$ cat config.mk
export PLATFORM = sky130hd
export DESIGN_NAME = full_adder_flat
export DESIGN_NICKNAME = d
export VERILOG_FILES = /design/src/rtl/full_adder_if.sv /design/src/rtl/full_adder.sv /design/src/flat_wrapper.sv
export SDC_FILE = /design/constraint.sdc
export NUM_CORES = 1
export LEC_CHECK = 0
export ABC_CLOCK_PERIOD_IN_PS = 800
export CAP_MARGIN = 20
export CORE_AREA = 3 3 40 42
export DETAILED_ROUTE_END_ITERATION = 8
export DIE_AREA = 0 0 43 45
export DONT_BUFFER_PORTS = 1
export HOLD_SLACK_MARGIN = 0.1
export PLACE_DENSITY_LB_ADDON = 0.1
export SYNTH_ARGS = -nofsm -noshare
export SYNTH_HDL_FRONTEND = slang
export SYNTH_SLANG_ARGS = --single-unit
export TNS_END_PERCENT = 1
$ cat constraint.sdc
create_clock -name clk -period 0.8 [get_ports clk]
set_input_delay 0.12 -clock clk [delete_from_list [all_inputs] [get_ports clk]]
set_output_delay 0.12 -clock clk [all_outputs]
set_load 0.02 [all_outputs]
$ cat src/rtl/full_adder_if.sv
// Operand/result bundle for the registered ripple-carry adder.
// The master drives operands and carry-in; the slave returns registered sum, carry-out and overflow.
interface full_adder_if #(
  parameter int WIDTH = 1
);
  logic             in_valid;
  logic [WIDTH-1:0] a;
  logic [WIDTH-1:0] b;
  logic             c;
  logic [WIDTH-1:0] s;
  logic             y;
  logic             out_valid;
  logic             ovf;

  modport master (
    output in_valid, a, b, c,
    input  s, y, out_valid, ovf
  );

  modport slave (
    input  in_valid, a, b, c,
    output s, y, out_valid, ovf
  );
endinterface

$ cat src/rtl/full_adder.sv
// Registered ripple-carry adder {y, s} = a + b + c, one result per clock, 1-cycle latency.
// No back-pressure: outputs hold on idle cycles and clear asynchronously on rst.
module full_adder #(
  parameter int WIDTH = 1
) (
  input  logic        clk,
  input  logic        rst,
  full_adder_if.slave bus
);

  logic [WIDTH:0]   carry;
  logic [WIDTH-1:0] sum;

  logic [WIDTH-1:0] s_d, s_q;
  logic             y_d, y_q;
  logic             ovf_d, ovf_q;
  logic             out_valid_d, out_valid_q;

  // Ripple chain of full-adder cells; carry[0] is the external carry-in.
  always_comb begin
    carry    = '0;
    sum      = '0;
    carry[0] = bus.c;
    for (int i = 0; i < WIDTH; i++) begin
      sum[i]     = bus.a[i] ^ bus.b[i] ^ carry[i];
      carry[i+1] = (bus.a[i] & bus.b[i]) | (bus.a[i] & carry[i]) | (bus.b[i] & carry[i]);
    end
  end

  always_comb begin
    s_d         = s_q;
    y_d         = y_q;
    ovf_d       = ovf_q;
    out_valid_d = 1'b0;
    if (bus.in_valid) begin
      s_d         = sum;
      y_d         = carry[WIDTH];
      ovf_d       = carry[WIDTH] ^ carry[WIDTH-1];
      out_valid_d = 1'b1;
    end
  end

  always_ff @(posedge clk or posedge rst) begin
    if (rst) begin
      s_q         <= '0;
      y_q         <= 1'b0;
      ovf_q       <= 1'b0;
      out_valid_q <= 1'b0;
    end else begin
      s_q         <= s_d;
      y_q         <= y_d;
      ovf_q       <= ovf_d;
      out_valid_q <= out_valid_d;
    end
  end

  assign bus.s         = s_q;
  assign bus.y         = y_q;
  assign bus.ovf       = ovf_q;
  assign bus.out_valid = out_valid_q;

endmodule

$ cat src/flat_wrapper.sv
// flat-port wrapper written by rule: the top's interface ports become plain ports
module full_adder_flat 
#(
  parameter int WIDTH = 1
)
  (clk, rst, bus_in_valid, bus_a, bus_b, bus_c, bus_s, bus_y, bus_out_valid, bus_ovf);
  full_adder_if #(.WIDTH(WIDTH)) bus_i ();
  input  logic clk;
  input  logic rst;
  input wire logic [$bits(bus_i.in_valid)-1:0] bus_in_valid;
  input wire logic [$bits(bus_i.a)-1:0] bus_a;
  input wire logic [$bits(bus_i.b)-1:0] bus_b;
  input wire logic [$bits(bus_i.c)-1:0] bus_c;
  output wire logic [$bits(bus_i.s)-1:0] bus_s;
  output wire logic [$bits(bus_i.y)-1:0] bus_y;
  output wire logic [$bits(bus_i.out_valid)-1:0] bus_out_valid;
  output wire logic [$bits(bus_i.ovf)-1:0] bus_ovf;
  assign bus_i.in_valid = bus_in_valid;
  assign bus_i.a = bus_a;
  assign bus_i.b = bus_b;
  assign bus_i.c = bus_c;
  assign bus_s = bus_i.s;
  assign bus_y = bus_i.y;
  assign bus_out_valid = bus_i.out_valid;
  assign bus_ovf = bus_i.ovf;
  full_adder #(.WIDTH(WIDTH)) u_core (.clk(clk), .rst(rst), .bus(bus_i));
endmodule
Yosys cells after proc, flatten, opt, wreduce, memory -nomap -nowiden
Cells that the tools add are included.
{"block": "word_totals", "register_bits": 4, "latch_bits": 0, "ram_bits": 0, "rom_bits": 0, "output_inout_bits": 4, "elab_cells": 13, "memories": 0}
{"block": "op_classes", "addsub": 0, "n_mul": 0, "n_div": 0, "n_lt_le_gt_ge": 0, "n_eq_ne": 0, "shift": 0, "mux": 1, "bitwise_logic": 8, "reduce_logical": 0}
{"op": "$and A1 B1 Y1", "n": 3}
{"op": "$xor A1 B1 Y1", "n": 3}
{"op": "$or A1 B1 Y1", "n": 2}
{"op": "$mux W1", "n": 1}

Depth between registers and ports, before layout
{"block": "depth", "word_depth": 4, "depth_mapped": 3}

Worst setup path after synthesis
Ideal clock, no wire load.
{"block": "synth_path", "kind": "input-to-reg", "start": "input bus_c", "end": "register u_core.s_q (netlist: u_core.bus.s)", "setup_ns": 0.125, "arrival_time_ns": 0.821, "required_ns": 0.675, "slack_ns": -0.146, "path_stages": 2, "cell_sequence": "fa_1 mux2_2"}
{"block": "synth_between", "elab_chain_len": 1}
{"element": "start: declaration", "line_no": "flat_wrapper.sv:13", "text": "input wire logic [$bits(bus_i.c)-1:0] bus_c;"}
{"element": "$xor A1 B1 Y1", "line_no": "full_adder.sv:25", "text": "sum[i] = bus.a[i] ^ bus.b[i] ^ carry[i];"}
{"element": "end signal: assignment", "line_no": "full_adder.sv:45", "text": "s_q <= '0;"}
{"element": "end signal: assignment", "line_no": "full_adder.sv:50", "text": "s_q <= s_d;"}
{"element": "end: declaration", "line_no": "full_adder.sv:14", "text": "logic [WIDTH-1:0] s_d, s_q;"}
No other way between the ends.
A chain may end at the register's enable or synchronous reset.

Final worst setup path
{"block": "layout_path", "start": "register u_core.y_q (netlist: u_core.bus.y)", "end": "output bus_y"}
{"element": "start: declaration", "line_no": "full_adder.sv:15", "text": "logic y_d, y_q;"}
{"element": "start signal: assignment", "line_no": "full_adder.sv:51", "text": "y_q <= y_d;"}
{"element": "end: declaration", "line_no": "flat_wrapper.sv:15", "text": "output wire logic [$bits(bus_i.y)-1:0] bus_y;"}
No word-level cell between the ends.

==> flow_summary_export.csv <==
group,metric,value,unit
die,die_w,43,µm
synth,synth-warning-count,0,
synth,synthesis.area,163.9,µm²
clock_network,hold_buffers,1,
detailed_routing,num_vias,106,
detailed_routing,vias_per_cell,3.118,
setup_path,crit_family,"flip-flops",
clock_network,clkLatencyLatePin,0.23,ns
die,row_count,13,
clock_network,path_clk_slew,0.04,ns
finish,drive_gt1_share,57.89,%
setup_path,path_cells,"buf_6",
sta,fmax,1155,MHz
clock_network,root_buffer,"clkbuf_4",
setup_path,cp-start-kind,"flop",
synth,synthMuxAreaShare,13.74,%
synth,yosys.area_share.adder,12.21,%
clock_network,cts_made_buffers,3,
setup_path,path_max_fanout,2,
power_and_ir_drop,power_density,2449,nW/µm²
outcome,violations,"negative hold slack, negative setup slack",
power_and_ir_drop,p_leak,0.0001118,µW
grt,grt_max_degree,6,
detailed_routing,drc_errors,0,
sta,finalHoldViolCount,2,
detailed_routing,drtIter0Drc,0,
setup_path,crit_path_max_incr_delay,0.38,ns
synth,synth.distinct_cells,7,
die,io_pins,10,
sta,clock_skew,0,ns
sta,rsz0062_at_grt,"yes",
clock_network,cts_tree,"built",
sta,slew_viol_final,0,
finish,area_growth,58.78,%
placed_design,gp_congestion,0.5379,
clock_network,cts_buffer_depth,2,
finish,n_fill_cell,142,
clock_network,htreeDepth,1,
power_and_ir_drop,total_power,637.4,µW
sta,tightest_slew,0.1620,ns
die,initial_utilization,12.76,%
finish,n_antenna_cell,0,
setup_path,slowest_stage,"dfrtp_1",
synth,synth-simple-area-share,2.290,%
synth,ys_seq_area_share,61.07,%
grt,grt_pass1_vias,145,
grt,grt.overflow.total,0,
setup_path,end_kind,"primary output",
finish,final_nets,28,
detailed_routing,wire_per_inst,9.971,µm
setup_path,cp.arrival,0.75,ns
die,core,1285,µm²
sta,timing.setup.tns,-0.1840,ns
sta,setup_slack,-0.06584,ns
detailed_routing,finalWirelength,339,µm
synth,synth_top_family_by_area,"multiplexers",
sta,min_period,0.8658,ns
finish,ff_latch_area,101.3,µm²
finish,post-route-util,20.25,%
die,dieArea,1935,µm²
synth,syn_area_per_cell,14.90,µm²
grt,track_usage,4.348,%
job,maxCapViolations,0,
setup_path,crit_type,"reg -> out",
sta,max_slew_margin,89.19,%
sta,hold_slack,-0.08439,ns
synth,yosys_register_bits,4,
sta,finalSetupViolCount,3,
finish,multi_input_area,62.56,µm²
detailed_routing,drt_first_pass_iters,1,
synth,synth_compound_area_share,3.053,%
synth,syn_inst,11,
synth,yosys.area_share.xor_xnor,5.344,%
grt,antenna_found_initial,0,
setup_path,required,0.68,ns
grt,grt_pass1_wl,565,µm
synth,syn_nets,18,
detailed_routing,final_antenna_net_count,0,
outcome,status,"finished with violations",
power_and_ir_drop,ir_drop,0.0005466,V
placed_design,io_buffers,0,
die,die_y,45,µm
clock_network,cts.sinks,4,
sta,final.period_utilization,108.2,%
setup_path,path_buf_inv,1,
hold_path,worstHoldPathType,"in -> reg",
metrics by stage:
step | setup slack (ns) | cell area, µm² | cells
3_5_place_dp | -0.1739 | 205.2 | 29
5_1_grt | -0.1003 | 260.3 | 34
2_1_floorplan | -0.1459 | 163.9 | 11
4_1_cts | -0.07646 | 249.0 | 33
3_3_place_gp | -0.1768 | 205.2 | 29
6_report | -0.06584 | 260.3 | 34
cells in the mapped netlist:
cell | instances | area [µm²]
a21oi_1 | 1 | 5.000
inv_1 | 1 | 3.750
fa_1 | 1 | 20.02
dfrtp_1 | 4 | 100.1
mux2_2 | 2 | 22.52
nor2_1 | 1 | 3.750
xnor2_1 | 1 | 8.760
path summary, 6_finish.rpt:
check	to	cells past startpoint	slack, ns	startpoint
max in group asynchronous	u_core.bus.out_valid	2	0.42	rst
setup reg to reg	u_core.bus.y	1	0.04	u_core.bus.y
hold / removal	u_core.bus.out_valid	0	-0.08	bus_in_valid
setup / recovery	bus_y	1	-0.07	u_core.bus.y
hold reg to reg	u_core.bus.s	1	0.53	u_core.bus.s
min in group asynchronous	u_core.bus.ovf	2	0.21	rst
layout by cell type, fill, tap and decap left out:
master         Yosys  final
dfrtp_2            0      1
dlygate4sd3_1      0      1
mux2_2             2      2
a21oi_1            1      1
xnor2_1            1      1
buf_6              0      3
dfrtp_1            4      3
nor2_2             0      1
inv_1              1      1
fa_1               1      1
buf_4              0      1
clkbuf_4           0      3
sequential cells by signal, indices dropped and copies added (netlist names):
name / count
u_core.bus.y: 1
u_core.bus.ovf: 1
u_core.bus.s: 1
u_core.bus.out_valid: 1
area by class of cell:
class,instances,share of cell area (%)
Clock buffer,3,8.654
Inverter,1,1.442
Multi-Input combinational cell,6,24.04
Sequential cell,4,38.94
Tap cell,15,7.212
Timing Repair Buffer,5,19.71
layer usage:
metal	share of wire (%)	routed length [µm]	track usage (%)
met5	0	0	0
met4	0	0	3.614
met3	12	40	3.586
met2	48	163	5.389
met1	40	135	4.634
kinds of logic after synthesis:
group | count (synthesis)
muxes | 2
buffers and inverters | 1
DFF | 4
adders and majority gates | 1
and+or+nand+nor | 1
AOI/OAI and AO/OA | 1
xor gates and xnor gates | 1
report_power, final:
group / leakage [µW] / total, µW / switching, µW / internal, µW
Clock: 0.0000138 / 248 / 80.7 / 168
Combinational: 0.0000528 / 139 / 58.5 / 80.7
Sequential: 0.0000452 / 250 / 19.6 / 230
Total: 0.000112 / 637 / 159 / 479
what timing repair did:
action	in CTS	in global routing
endpoints found under the hold margin	8	4
gates resized for setup	3	2
setup buffers	0	1
setup endpoints to repair	3	4
No activity file was read; power rests on OpenSTA's default activity.
